### config.mk
export PLATFORM = sky130hd
export DESIGN_NAME = keyboard_mode_arbiter
export DESIGN_NICKNAME = d
export VERILOG_FILES = /design/src/rtl/keyboard_mode_arbiter.sv
export SDC_FILE = /design/constraint.sdc
export NUM_CORES = 1
export LEC_CHECK = 0
export ABC_CLOCK_PERIOD_IN_PS = 4500
export BUFFER_PORTS_ARGS = -buffer_cell sky130_fd_sc_hd__buf_2
export CAP_MARGIN = 20
export CORE_UTILIZATION = 55
export CTS_BUF_LIST = sky130_fd_sc_hd__clkbuf_4 sky130_fd_sc_hd__clkbuf_8
export DETAILED_ROUTE_END_ITERATION = 8
export GPL_TIMING_DRIVEN = 0
export HOLD_SLACK_MARGIN = 0.03
export PLACE_DENSITY = 0.89
export SLEW_MARGIN = 30
export SYNTH_ARGS = -nofsm -noshare
export SYNTH_HDL_FRONTEND = slang
export SYNTH_SLANG_ARGS = --single-unit
export TNS_END_PERCENT = 20
### constraint.sdc
create_clock -name clk -period 4.5 [get_ports clk]
set_input_delay 0.45 -clock clk [delete_from_list [all_inputs] [get_ports clk]]
set_output_delay 0.45 -clock clk [all_outputs]
set_load 0.005 [all_outputs]
### src/rtl/keyboard_mode_arbiter.sv
// -----------------------------------------------------------------------------
// keyboard_mode_arbiter
//
// Top-level mode arbiter for the electronic keyboard. It picks one of the
// free-play (key encoder inside this block), auto-play or learn sub-blocks and
// drives the single note/LED/digit/octave path towards the audio and display
// blocks.
//
// Mode requests are debounced: a one-hot request must be held unchanged for
// STABLE_CYCLES cycles before it is accepted. Each accepted switch passes
// through a muted guard interval of MUTE_CYCLES cycles. At the end of that
// interval the newly selected sub-block gets a one-cycle restart pulse.
//
// Ports
//   clk, reset              system clock, asynchronous active-high reset
//   mode[2:0]               one-hot request: 100 free, 010 auto, 001 learn
//   keys[LED_W]             piano key switches, bit0 = do
//   octave[OCT_W]           user octave switches
//   note/led/num_auto       auto-play sub-block outputs, plus octave_auto
//   note/led/num_learn      learn sub-block outputs
//   note_out, led_out,
//   num_out, octave_out     registered output path
//   active_mode[2:0]        one-hot mode currently driving outputs, 000 if none
//   restart_auto/_learn     one-cycle restart pulses to the sub-blocks
//   switching               high while in the muted guard interval
// -----------------------------------------------------------------------------
module keyboard_mode_arbiter #(
  parameter int NOTE_W        = 4,
  parameter int LED_W         = 7,
  parameter int NUM_W         = 4,
  parameter int OCT_W         = 2,
  parameter int STABLE_CYCLES = 2000000,
  parameter int MUTE_CYCLES   = 5000000
) (
  input  logic              clk,
  input  logic              reset,
  input  logic [2:0]        mode,
  input  logic [LED_W-1:0]  keys,
  input  logic [OCT_W-1:0]  octave,
  input  logic [NOTE_W-1:0] note_auto,
  input  logic [NOTE_W-1:0] note_learn,
  input  logic [LED_W-1:0]  led_auto,
  input  logic [LED_W-1:0]  led_learn,
  input  logic [NUM_W-1:0]  num_auto,
  input  logic [NUM_W-1:0]  num_learn,
  input  logic [OCT_W-1:0]  octave_auto,
  output logic [NOTE_W-1:0] note_out,
  output logic [LED_W-1:0]  led_out,
  output logic [NUM_W-1:0]  num_out,
  output logic [OCT_W-1:0]  octave_out,
  output logic [2:0]        active_mode,
  output logic              restart_auto,
  output logic              restart_learn,
  output logic              switching
);

  localparam int STAB_W = $clog2(STABLE_CYCLES) + 1;
  localparam int MUTE_W = $clog2(MUTE_CYCLES) + 1;
  localparam logic [STAB_W-1:0] STAB_MAX  = STAB_W'(STABLE_CYCLES);
  localparam logic [MUTE_W-1:0] MUTE_LAST = MUTE_W'(MUTE_CYCLES - 1);
  // Number of note bits that survive into the digit display value.
  localparam int NUM_CP = (NUM_W < NOTE_W) ? NUM_W : NOTE_W;

  localparam logic [2:0] M_FREE  = 3'b100;
  localparam logic [2:0] M_AUTO  = 3'b010;
  localparam logic [2:0] M_LEARN = 3'b001;

  typedef enum logic [1:0] {
    S_IDLE   = 2'd0,
    S_MUTE   = 2'd1,
    S_ACTIVE = 2'd2
  } state_t;

  state_t state_q, state_d;

  logic [2:0]        prev_mode_q, prev_mode_d;
  logic [STAB_W-1:0] stab_cnt_q, stab_cnt_d;
  logic [MUTE_W-1:0] mute_cnt_q, mute_cnt_d;
  logic [2:0]        target_q, target_d;

  logic [NOTE_W-1:0] note_out_q, note_out_d;
  logic [LED_W-1:0]  led_out_q, led_out_d;
  logic [NUM_W-1:0]  num_out_q, num_out_d;
  logic [OCT_W-1:0]  octave_out_q, octave_out_d;
  logic [2:0]        active_mode_q, active_mode_d;
  logic              restart_auto_q, restart_auto_d;
  logic              restart_learn_q, restart_learn_d;

  logic              req_valid;
  logic              accept;
  logic [NOTE_W-1:0] free_note;
  logic [NUM_W-1:0]  free_num;

  // ---------------------------------------------------------------------------
  // Request filter
  // ---------------------------------------------------------------------------
  assign req_valid = (mode == M_FREE) || (mode == M_AUTO) || (mode == M_LEARN);
  assign prev_mode_d = mode;

  always_comb begin
    stab_cnt_d = stab_cnt_q;
    if (!req_valid) begin
      stab_cnt_d = '0;
    end else if (mode != prev_mode_q) begin
      stab_cnt_d = STAB_W'(1);
    end else if (stab_cnt_q != STAB_MAX) begin
      stab_cnt_d = stab_cnt_q + STAB_W'(1);
    end
  end

  // Accept fires only on the cycle the count first lands on STABLE_CYCLES.
  // A freshly changed request counts as "first landing" too, which keeps
  // STABLE_CYCLES == 1 working even when the previous count was saturated.
  assign accept = req_valid && (stab_cnt_d == STAB_MAX) &&
                  ((stab_cnt_q != STAB_MAX) || (mode != prev_mode_q)) &&
                  (mode != target_q);

  // ---------------------------------------------------------------------------
  // Free-play key encoder: lowest set key wins, note = index + 1.
  // ---------------------------------------------------------------------------
  always_comb begin
    free_note = '0;
    for (int i = LED_W - 1; i >= 0; i--) begin
      if (keys[i]) free_note = NOTE_W'(i + 1);
    end
  end

  always_comb begin
    free_num = '0;
    for (int i = 0; i < NUM_CP; i++) begin
      free_num[i] = free_note[i];
    end
  end

  // ---------------------------------------------------------------------------
  // Mode FSM: next state
  // ---------------------------------------------------------------------------
  always_comb begin
    state_d    = state_q;
    target_d   = target_q;
    mute_cnt_d = mute_cnt_q;
    case (state_q)
      S_IDLE: begin
        if (accept) begin
          state_d    = S_MUTE;
          target_d   = mode;
          mute_cnt_d = '0;
        end
      end
      S_MUTE: begin
        if (accept) begin
          // A newer request extends the guard interval from scratch.
          target_d   = mode;
          mute_cnt_d = '0;
        end else if (mute_cnt_q == MUTE_LAST) begin
          state_d    = S_ACTIVE;
          mute_cnt_d = '0;
        end else begin
          mute_cnt_d = mute_cnt_q + MUTE_W'(1);
        end
      end
      S_ACTIVE: begin
        if (accept) begin
          state_d    = S_MUTE;
          target_d   = mode;
          mute_cnt_d = '0;
        end
      end
      default: begin
        state_d    = S_IDLE;
        target_d   = '0;
        mute_cnt_d = '0;
      end
    endcase
  end

  // ---------------------------------------------------------------------------
  // Output path, registered from the state being entered so every output has
  // exactly one cycle of latency from its source.
  // ---------------------------------------------------------------------------
  always_comb begin
    note_out_d      = '0;
    led_out_d       = '0;
    num_out_d       = num_out_q;
    octave_out_d    = octave_out_q;
    active_mode_d   = '0;
    restart_auto_d  = 1'b0;
    restart_learn_d = 1'b0;
    case (state_d)
      S_MUTE: begin
        // Forced rest; digit and octave keep showing their last values.
      end
      S_ACTIVE: begin
        active_mode_d = target_d;
        case (target_d)
          M_FREE: begin
            note_out_d   = free_note;
            led_out_d    = keys;
            num_out_d    = free_num;
            octave_out_d = octave;
          end
          M_AUTO: begin
            note_out_d   = note_auto;
            led_out_d    = led_auto;
            num_out_d    = num_auto;
            octave_out_d = octave_auto;
          end
          M_LEARN: begin
            note_out_d   = note_learn;
            led_out_d    = led_learn;
            num_out_d    = num_learn;
            octave_out_d = octave;
          end
          default: begin
            num_out_d    = '0;
            octave_out_d = '0;
          end
        endcase
        if (state_q == S_MUTE) begin
          restart_auto_d  = (target_d == M_AUTO);
          restart_learn_d = (target_d == M_LEARN);
        end
      end
      default: begin
        num_out_d    = '0;
        octave_out_d = '0;
      end
    endcase
  end

  // ---------------------------------------------------------------------------
  // Registers
  // ---------------------------------------------------------------------------
  always_ff @(posedge clk or posedge reset) begin
    if (reset) begin
      state_q         <= S_IDLE;
      prev_mode_q     <= '0;
      stab_cnt_q      <= '0;
      mute_cnt_q      <= '0;
      target_q        <= '0;
      note_out_q      <= '0;
      led_out_q       <= '0;
      num_out_q       <= '0;
      octave_out_q    <= '0;
      active_mode_q   <= '0;
      restart_auto_q  <= 1'b0;
      restart_learn_q <= 1'b0;
    end else begin
      state_q         <= state_d;
      prev_mode_q     <= prev_mode_d;
      stab_cnt_q      <= stab_cnt_d;
      mute_cnt_q      <= mute_cnt_d;
      target_q        <= target_d;
      note_out_q      <= note_out_d;
      led_out_q       <= led_out_d;
      num_out_q       <= num_out_d;
      octave_out_q    <= octave_out_d;
      active_mode_q   <= active_mode_d;
      restart_auto_q  <= restart_auto_d;
      restart_learn_q <= restart_learn_d;
    end
  end

  assign note_out      = note_out_q;
  assign led_out       = led_out_q;
  assign num_out       = num_out_q;
  assign octave_out    = octave_out_q;
  assign active_mode   = active_mode_q;
  assign restart_auto  = restart_auto_q;
  assign restart_learn = restart_learn_q;
  assign switching     = (state_q == S_MUTE);

endmodule

### Yosys cells after proc, flatten, opt, wreduce, memory -nomap -nowiden

Cells that the tools add are included.

| word-level totals | value |
|---|---|
| register bits after elaboration | 76 |
| output and inout port bits | 23 |
| word-level logic and storage cells | 73 |

| operators by class | value |
|---|---|
| $add $sub $neg | 2 |
| equal/unequal tests | 16 |
| mux-type cells | 33 |
| reduce and logical (&&, ||, !) cells | 10 |

Operators by type and width:

| kind | count |
|---|---|
| $mux W24 | 3 |
| $mux W22 | 3 |
| $pmux W24 S2 | 1 |
| $mux W4 | 7 |
| $add A24 B1 Y24 const B | 1 |
| $eq A24 B23 Y1 const B | 1 |
| $pmux W4 S3 | 2 |
| $add A22 B1 Y22 const B | 1 |
| $eq A22 B21 Y1 const B | 1 |
| $ne A22 B21 Y1 const B | 1 |
| $pmux W7 S3 | 1 |
| $mux W3 | 4 |
| $pmux W2 S2 | 3 |
| $pmux W4 S2 | 1 |
| $mux W7 | 1 |
| $eq A3 B1 Y1 const B | 2 |
| $eq A3 B2 Y1 const B | 2 |
| $eq A3 B3 Y1 const B | 2 |
| $mux W2 | 3 |
| $ne A3 B3 Y1 | 2 |
| $eq A2 B1 Y1 const B | 2 |
| $eq A2 B2 Y1 const B | 2 |
| $mux W1 | 4 |
| $reduce_or A2 Y1 | 2 |
| other kinds (5) | 9 |

### Longest topological paths before layout

Gate-level depths: netlist of the first run.

| depth | value |
|---|---|
| depth after elaboration | 14 |
| gate-level depth with buffers | 14 |
| gate-level depth less buffers | 12 |

### Worst setup path after synthesis of the first run

OpenSTA, ideal clock, no wires.

| timing | value |
|---|---|
| path kind | register to register |
| start point | register stab_cnt_q[0] |
| end point | register led_out_q[1], in the netlist led_out[1] |
| data arrival time | 3.133 ns |
| slack | 1.239 ns |
| cell stages (with the launch flop) | 14 |
| path through | dfrtp_1 > inv_1 > ha_1 > or3b_2 > nor4_1 > and4b_1 > buf_2 > nand3_1 > a32o_1 > nor4_4 > mux2_2 > buf_2 > a222oi_1 > nor2_1 |

| between the ends | value |
|---|---|
| word-level cells in the longest chain between the ends | 13 |

RTL lines:

| what | line | text |
|---|---|---|
| start: declaration | 77 | `logic [STAB_W-1:0] stab_cnt_q, stab_cnt_d;` |
| start signal: assignment | 251 | `stab_cnt_q <= stab_cnt_d;` |
| $add A22 B1 Y22 or $ne A22 B21 Y1 (tied branches) | 107, 106, 115 |  |
| $mux W22 | 106 | `end else if (stab_cnt_q != STAB_MAX) begin` |
| $mux W22 | 104 | `end else if (mode != prev_mode_q) begin` |
| $mux W22 | 102 | `if (!req_valid) begin` |
| $eq A22 B21 Y1 | 114 | `assign accept = req_valid && (stab_cnt_d == STAB_MAX) &&` |
| $logic_and A1 B1 Y1 | 114 |  |
| $logic_and A1 B1 Y1 (*) | 114 |  |
| $logic_and A1 B1 Y1 (*) | 115 | `((stab_cnt_q != STAB_MAX) \|\| (mode != prev_mode_q)) &&` |
| $mux W3 | 144, 151, 163 |  |
| $mux W3 | -- |  |
| $eq A3 B1 Y1 (tied with other cells) | 195 | `case (target_d)` |
| $pmux W7 S3 | 195 |  |
| $mux W7 (*) | 189 | `case (state_d)` |
| named net led_out_d[1] | 82 | `logic [LED_W-1:0] led_out_q, led_out_d;` |
| end signal: assignment | 255 | `led_out_q <= led_out_d;` |
| end: declaration | 82 |  |

The timed path passes the listed nets; every way through them passes the cells marked *.
A chain may end at the register's enable or synchronous reset.

### Final worst setup path of the first run

| timing | value |
|---|---|
| start point | register stab_cnt_q[1] |
| end point | register num_out_q[0], in the netlist num_out[0] |

| between the ends | value |
|---|---|
| word-level cells in the longest chain between the ends | 13 |

RTL lines:

| what | line | text |
|---|---|---|
| $add A22 B1 Y22 or $ne A22 B21 Y1 (tied branches) | 107, 106, 115 |  |
| $mux W22 | 106 |  |
| $mux W22 | 104 |  |
| $mux W22 | 102 |  |
| $eq A22 B21 Y1 | 114 |  |
| $logic_and A1 B1 Y1 | 114 |  |
| $logic_and A1 B1 Y1 (*) | 114 |  |
| $logic_and A1 B1 Y1 (*) | 115 |  |
| $mux W3 | 144, 151, 163 |  |
| $mux W3 | -- |  |
| $eq A3 B1 Y1 (tied with other cells) | 195 |  |
| $pmux W4 S3 | 195 |  |
| $pmux W4 S2 | 189 |  |
| end signal: assignment | 256 | `num_out_q <= num_out_d;` |
| end: declaration | 83 | `logic [NUM_W-1:0] num_out_q, num_out_d;` |

Mark *: on every way between the ends. The rest lies on a longest branch, timed or not.

==> results of run 1 <==
metal layers:
layer | share of wire (%) | wire length (µm) | vias up | GRT usage [%]
li1 | - | - | 1994 | -
met1 | 43 | 5120 | 2087 | 37.6
met2 | 48 | 5820 | 222 | 50.7
met3 | 6.5 | 775 | 34 | 3.94
met4 | 2.5 | 304 | 0 | 13.5
met5 | 0 | 0 | - | 0
logic make-up (layout without fill, tap and decap cells):
group	count (synthesis)	count (layout)	synth area share (%)
AND/OR/NAND/NOR	227	227	27.0
AO/OA/AOI/OAI	105	105	16.3
flip-flops	76	76	42.1
buffers and inverters	39	124	4.02
XOR/XNOR	33	33	6.40
multiplexers	14	14	3.27
adder cells (fa/ha/maj)	3	3	0.831
worst max-delay path, stage by stage (launching register included):
cell and delay [ps]:
dfrtp_1 450, ha_1 330, nand3_1 190, clkbuf_1 280, o41ai_1 400, a31oi_1 210, or3_4 440, nor4_4 360
buf_6 200, mux2i_1 630, a222oi_1 200, o2bb2ai_1 210
power breakdown:
part	internal (mW)	total, mW	leakage, nW	switching, mW
Combinational	0.0298	0.0730	1.14	0.0433
Sequential	0.685	0.688	0.991	0.00323
Clock	0.332	0.613	0.113	0.280
Total	1.05	1.37	2.25	0.327
flip-flops by register name (all words and copies together) (netlist names):
signal         count
state_q            2
target_q           3
restart_learn      1
note_out           4
active_mode        3
led_out            7
restart_auto       1
prev_mode_q        3
mute_cnt_q        24
stab_cnt_q        22
num_out            4
octave_out         2
cells in the mapped netlist (all sizes together) (5+ instances only):
cell,instances
nand3,22
a21o,5
a211oi,7
xnor2,16
nor3,15
or4,6
dfrtp,76
a222oi,9
nor4b,5
or3,6
and3,14
xor2,17
inv,11
nand2,38
nor3b,5
a21oi,16
and2,9
nor2,65
nand3b,5
nand4,14
buf,15
a22oi,5
nor4,7
mux2i,11
o21ai,29
clkbuf,13
worst min path at each step:
stage | cells after the start | slack (ps) | startpoint | to
after floorplan | 1 | 480 | mute_cnt_q[6] | mute_cnt_q[6]
final | 2 | 110 | reset | mute_cnt_q[7]
after global placement | 1 | 470 | num_out[0] | num_out[0]
after CTS | 2 | 130 | reset | active_mode[1]
after detailed placement | 1 | 470 | num_out[3] | num_out[3]
after global routing | 2 | 150 | reset | mute_cnt_q[7]
layout make-up:
type / count / area (µm²) / share of cell area, %
plain buffers: 28 / 140 / 2.68
inverters: 11 / 43.8 / 0.836
well taps: 102 / 128 / 2.44
clock inverters: 6 / 93.8 / 1.79
clock buffers: 10 / 138 / 2.63
flip-flops and latches: 76 / 1900 / 36.3
multi-input cells: 382 / 2430 / 46.4
repair buffers: 69 / 360 / 6.88
==> results.yml, run 1 <==
flow_run:
  maxCapViolations: 0
sta:
  hold_violations: 0
  rsz0062_at_grt: "false"
  tightest_slew_ps: 715
  period_needed_ps: 3970
  setup_viol: 0
  slew_violations: 0
  worst_slack_ps: 526
  clock_skew_ps: 14.3
  fmax_mhz: 252
  setup_tns_ps: 0
  fin_hold_ws_ps: 113
  slew_headroom_pct: 50.9
  timing.final.crit_share_pct: 88.3
layout:
  drive_gt1_share_pct: 19.6
  stdcell_area_mm2: 0.00524
  diodes: 0
  final_common_cell: "buf_2"
  instances_no_fill: 684
  synthToLayoutAreaGrowth_pct: 16.0
  nNetsFinal: 626
  n_fill_cell: 641
  final_util_pct: 66.7
  layout_common_cells: "78 x buf_2, 76 x dfrtp_1, 65 x nor2_1"
setup_path:
  r2r_end: "num_out[0]"
  cp.arrival_ps: 4260
  start_kind: "register"
  worstSetupEndpoint: "num_out[0]"
  critical_path_class: "reg -> reg"
  r2r-start: "stab_cnt_q[1]"
  crit_path_start: "stab_cnt_q[1]"
  worstSetupEndpointType: "register"
  worst-path-max-fanout: 10
  reg2reg_depth: 11
  critPathRequiredTime_ps: 4780
  timing.reg2reg.setup_slack_ps: 530
floorplan:
  io_pins: 69
  die_h_um: 92.6
  core_mm2: 0.00785
  rows: 32
  die_x_um: 92.6
  die-area_mm2: 0.00858
  start_util_pct: 57.5
global_route:
  grt_max_degree: 41
  grt_use_total_pct: 29.7
  antenna_found_initial: 0
  grt.overflow.total: 0
  first_global_vias: 4202
  grt_pass1_wl_um: 19900
detailed_routing:
  drt-wirelength-per-cell_um: 17.6
  vias_per_cell: 6.34
  wirelength_um: 12000
  vias: 4337
  postRouteAntennaNets: 0
  drc: 0
  drt-initial-drc-count: 374
  drt_pass1_iterations: 5
cts:
  cts_tree: "built"
  cts_setup_buffers: 0
  cts_sinks: 76
  clkSlewWorstSetupHoldPaths_ps: 90
  cts_buffer_depth: 2
  htreeDepth: 3
  insertion_delay_ps: 360
  cts_hold_buf: 0
  clockRootBuffer: "clkbuf_8"
  cts-buffers-inserted: 9
  post_cts_resized: 0
run_status:
  status: "finished clean"
synth:
  yosysWarnings: 0
  yosysTopAreaCell: "dfrtp_1"
  async_reset_ff_share_pct: 100
  ys_types: 65
  synthFlopType: "dfrtp_1"
  synth_seq_cells: 76
  ys_seq_area_share_pct: 42.1
  synth_area_mm2: 0.00452
  syn_area_per_cell_um2: 9.09
  synth_edf_count: 0
  synthCells: 497
  synth_top_area_share_pct: 42.1
  yosys-top-cells-area: "dfrtp_1 42%, nor2_1 5.4%, xor2_1 3.3%"
  synth_fp_nets: 546
power_and_ir_drop:
  power_mw: 1.37
  power_density_mw_per_mm2: 262
  peakVddDrop_mv: 0.190
  leakagePower_nw: 2.25
placed_design:
  placed_area_mm2: 0.00501
  preCtsSetupSlack_ps: 659
  dp.cells: 668
  hpwl_um: 8500
  io_buffer_count: 68
  place_congestion: 0.928
min_path:
  hp-class: "in -> async"
Power figures use the tool's default switching activity.
==> run 2: changes to the inputs <==
CORE_UTILIZATION = 30   (was 55)
PLACE_DENSITY = 0.59   (was 0.89)
==> run 2 against run 1 <==
Against the previous run: first-iteration DRC count decreased by 17%; critical path type unchanged; cell area increased by 1.6%; count of clock-buffer cells in the layout increased by 2; clock power decreased by 10%; register-to-register slack got worse by 50 ps; worst hold slack got worse by 37 ps; critical endpoint unchanged; largest power group unchanged; non-clock buffer count unchanged.
==> results.yml, run 2 (same netlist as run 1, synthesis figures left out) <==
run_status:
  status: "finished clean"
detailed_routing:
  postRouteAntennaNets: 0
  wirelength_um: 12000
  drt-wirelength-per-cell_um: 15.7
  drt-initial-drc-count: 311
  drt_pass1_iterations: 5
  vias_per_cell: 5.47
  vias: 4193
  drc: 0
cts:
  cts_setup_buffers: 0
  htreeDepth: 3
  insertion_delay_ps: 370
  cts_buffer_depth: 2
  cts_sinks: 76
  clkSlewWorstSetupHoldPaths_ps: 80
  cts-buffers-inserted: 9
  cts_tree: "built"
  clockRootBuffer: "clkbuf_8"
  cts_hold_buf: 0
  post_cts_resized: 0
placed_design:
  dp.cells: 750
  preCtsSetupSlack_ps: 545
  place_congestion: 0.874
  placed_area_mm2: 0.00512
  io_buffer_count: 68
  hpwl_um: 8770
sta:
  setup_tns_ps: 0
  hold_violations: 0
  rsz0062_at_grt: "false"
  clock_skew_ps: 10.9
  setup_viol: 0
  fin_hold_ws_ps: 76.2
  tightest_slew_ps: 790
  slew_headroom_pct: 45.8
  timing.final.crit_share_pct: 89.5
  worst_slack_ps: 472
  slew_violations: 0
  period_needed_ps: 4030
  fmax_mhz: 248
power_and_ir_drop:
  power_density_mw_per_mm2: 246
  leakagePower_nw: 2.24
  peakVddDrop_mv: 0.150
  power_mw: 1.31
layout:
  final_util_pct: 36.5
  diodes: 0
  nNetsFinal: 626
  largest_register: "mute_cnt_q"
  seq_area_mm2: 0.00190
  synthToLayoutAreaGrowth_pct: 17.9
  layout_common_cells: "78 x buf_2, 76 x dfrtp_1, 65 x nor2_1"
  n_fill_cell: 1498
  largest_reg_flops: 24
  multi_input_area_mm2: 0.00243
  instances_no_fill: 766
  final_common_cell: "buf_2"
  stdcell_area_mm2: 0.00532
  drive_gt1_share_pct: 19.6
min_path:
  hp-class: "in -> async"
floorplan:
  io_pins: 69
  die-area_mm2: 0.0155
  rows: 44
  die_h_um: 125
  die_x_um: 125
  start_util_pct: 31.0
  core_mm2: 0.0146
setup_path:
  timing.reg2reg.setup_slack_ps: 470
  start_kind: "register"
  cp_slowest_cell: "mux2i_1"
  path_buf_inv: 2
  critPathRequiredTime_ps: 4790
  path_delay_family: "compound AO/OA/AOI/OAI gates"
  reg2reg_depth: 11
  worst-path-max-fanout: 10
  worstSetupEndpointType: "register"
  path_cells: "ha_1 -> nand3_1 -> clkbuf_1 -> o41ai_1 -> a31oi_1 -> or3_4 -> nor4_4 -> buf_6 -> mux2i_1 -> a222oi_1 -> o2bb2ai_1"
  r2r_end: "num_out[0]"
  r2r-start: "stab_cnt_q[0]"
  slowest_delay_ps: 690
  cp.arrival_ps: 4320
  critical_path_class: "reg -> reg"
global_route:
  grt_use_total_pct: 16.0
  grt_pass1_wl_um: 20400
  first_global_vias: 4141
  antenna_found_initial: 0
  grt_max_degree: 48
  grt.overflow.total: 0
flow_run:
  maxCapViolations: 0
## run 2: cell type report
type,instances,area share [%]
buffer,28,2.63
clock buffer,12,2.99
clock inverter,4,0.893
inverter,11,0.823
multi-input combinational,382,45.7
sequential,76,35.7
tap,184,4.33
timing repair buffer,69,6.91
## run 2: worst max path at each step
stage	cells past startpoint	slack (ps)	start	to
after floorplan	13	1240	stab_cnt_q[0]	led_out[1]
final	11	470	stab_cnt_q[0]	num_out[0]
after detailed placement	11	550	stab_cnt_q[1]	num_out[0]
after global placement	11	670	stab_cnt_q[1]	num_out[0]
after global routing	11	210	stab_cnt_q[1]	num_out[0]
after CTS	11	520	stab_cnt_q[1]	num_out[0]
## run 2: worst reg2reg max path: stages (launching register included)
cell,delay [ps]
dfrtp_1,430
ha_1,330
nand3_1,190
clkbuf_1,270
o41ai_1,430
a31oi_1,230
or3_4,440
nor4_4,340
buf_6,200
mux2i_1,690
a222oi_1,220
o2bb2ai_1,160
## run 2: report_power, final
part | leakage, nW | switching [mW] | internal [mW]
combinational | 1.15 | 0.0425 | 0.0305
clock | 0.106 | 0.259 | 0.291
sequential | 0.991 | 0.00301 | 0.685
## run 2: metal layers
layer  routed length (µm)  share of wire, %  track usage [%]
met5                    0                 0                0
met4                  102              0.85             3.69
met3                  855               7.1             4.08
met2                 5600                47             26.2
met1                 5470                45             21.2
==> run 3: changes to the inputs <==
BUFFER_PORTS_ARGS = -buffer_cell sky130_fd_sc_hd__buf_4   (was -buffer_cell sky130_fd_sc_hd__buf_2)
CTS_BUF_LIST = default   (was sky130_fd_sc_hd__clkbuf_4 sky130_fd_sc_hd__clkbuf_8)
==> run 3 against run 2 <==
Against the previous run: power is 19% higher; combinational power grew 14%; worst hold slack improved by 70 ps; cell area is 5.1% higher; register-to-register slack improved by 70 ps; count of clock-buffer cells in the layout shrank 2; first-iteration DRC count decreased by 1.6%.
==> results.yml, run 3 (same netlist as run 1, synthesis figures left out) <==
cts:
  insertion_delay_ps: 340
  cts_tree: "built"
  cts-buffers-inserted: 9
  post_cts_resized: 0
  cts_sinks: 76
  clkSlewWorstSetupHoldPaths_ps: 60
  cts_buffer_depth: 2
  clockRootBuffer: "clkbuf_16"
  cts_setup_buffers: 0
  htreeDepth: 3
  cts_hold_buf: 0
layout:
  layout_common_cells: "76 x dfrtp_1, 70 x buf_4, 65 x nor2_1"
  diodes: 0
  largest_reg_flops: 24
  synthToLayoutAreaGrowth_pct: 23.9
  final_common_cell: "dfrtp_1"
  final_util_pct: 38.4
  stdcell_area_mm2: 0.00560
  nNetsFinal: 626
  n_fill_cell: 1452
  largest_register: "mute_cnt_q"
  drive_gt1_share_pct: 19.4
detailed_routing:
  drt-initial-drc-count: 306
  wirelength_um: 12300
  vias: 4177
  drt-wirelength-per-cell_um: 16.0
  postRouteAntennaNets: 0
  drc: 0
  drt_pass1_iterations: 7
  vias_per_cell: 5.45
global_route:
  grt_most_used_layer: "met2"
  grt_use_total_pct: 16.0
  grt_max_degree: 40
  first_global_vias: 4072
  grt.overflow.total: 0
  antenna_found_initial: 0
  met2_usage_pct: 25.5
  grtUsageMet3_pct: 3.31
  grt_pass1_wl_um: 20200
  use_met1_pct: 21.3
setup_path:
  cp.arrival_ps: 4230
  path_cells: "ha_1 -> nand3_1 -> clkbuf_1 -> o41ai_1 -> a31oi_1 -> or3_4 -> nor4_4 -> buf_6 -> mux2i_1 -> a222oi_1 -> o2bb2ai_1"
  critical_path_class: "reg -> reg"
  worst-path-max-fanout: 10
  start_kind: "register"
  cp_slowest_cell: "mux2i_1"
  critPathRequiredTime_ps: 4770
  path_buf_inv: 2
  slowest_delay_ps: 640
  worstSetupEndpointType: "register"
  path_delay_family: "compound AO/OA/AOI/OAI gates"
sta:
  slew_headroom_pct: 50.3
  setup_tns_ps: 0
  clock_skew_ps: 12.3
  hold_violations: 0
  fin_hold_ws_ps: 147
  tightest_slew_ps: 725
  setup_viol: 0
  timing.final.crit_share_pct: 88.0
  slew_violations: 0
  period_needed_ps: 3960
  fmax_mhz: 252
  rsz0062_at_grt: "false"
power_and_ir_drop:
  leakagePower_nw: 2.33
  power_density_mw_per_mm2: 278
  peakVddDrop_mv: 0.135
placed_design:
  hpwl_um: 8910
  place_congestion: 0.872
  placed_area_mm2: 0.00528
  io_buffer_count: 68
floorplan:
  io_pins: 69
  die_h_um: 125
  core_mm2: 0.0146
  die-area_mm2: 0.0155
  die_x_um: 125
  start_util_pct: 31.0
  rows: 44
run_status:
  status: "finished clean"
flow_run:
  maxCapViolations: 0
min_path:
  hp-class: "in -> async"
run 3: power breakdown:
group	internal, mW	total [mW]	switching (mW)
logic	0.0405	0.0832	0.0427
registers	0.686	0.689	0.00293
clock network	0.487	0.785	0.298
run 3: metal layers:
metal  up-vias  share of wire [%]
met5         -                  0
met4         0                1.7
met3        17                6.1
met2       128                 46
met1      2039                 46
li1       1993                  -
run 3: layout make-up:
cell class	count	area [µm²]	area share, %
multi-input combinational	382	2430	43.5
sequential	76	1900	34.0
timing repair buffer	69	531	9.48
tap	184	230	4.11
clock buffer	10	229	4.09
buffer	28	140	2.50
clock inverter	6	87.6	1.57
inverter	11	43.8	0.783
run 3: worst paths after layout:
| check | startpoint | endpoint | slack [ps] | cells past startpoint |
|---|---|---|---|---|
| setup reg to reg | stab_cnt_q[1] | num_out[0] | 540 | 11 |
| setup / recovery | stab_cnt_q[1] | num_out[0] | 540 | 11 |
| hold reg to reg | num_out[3] | num_out[3] | 500 | 1 |
| hold / removal | reset | mute_cnt_q[0] | 150 | 2 |
| max in group asynchronous | reset | stab_cnt_q[1] | 3750 | 3 |
| min in group clk | mode[2] | prev_mode_q[2] | 220 | 1 |
run 3: through the flow:
step / setup WS, ps / std cells / total power [mW]
after global placement: 667 / 749 / 0.780
after detailed placement: 578 / 750 / 0.785
final: 539 / 766 / 1.56
after global routing: 319 / 766 / 1.62
after CTS: 563 / 766 / 1.58
after floorplan: 1240 / 497 / 0.738
run 3: worst reg2reg max path: cells and delay by family, from the launching register on:
kind | cells | cell delay [ps]
flip-flops | 1 | 430
AO/OA/AOI/OAI | 4 | 1050
AND/OR/NAND/NOR | 3 | 980
adder cells (fa/ha/maj) | 1 | 340
buffers and inverters | 2 | 480
multiplexers | 1 | 640
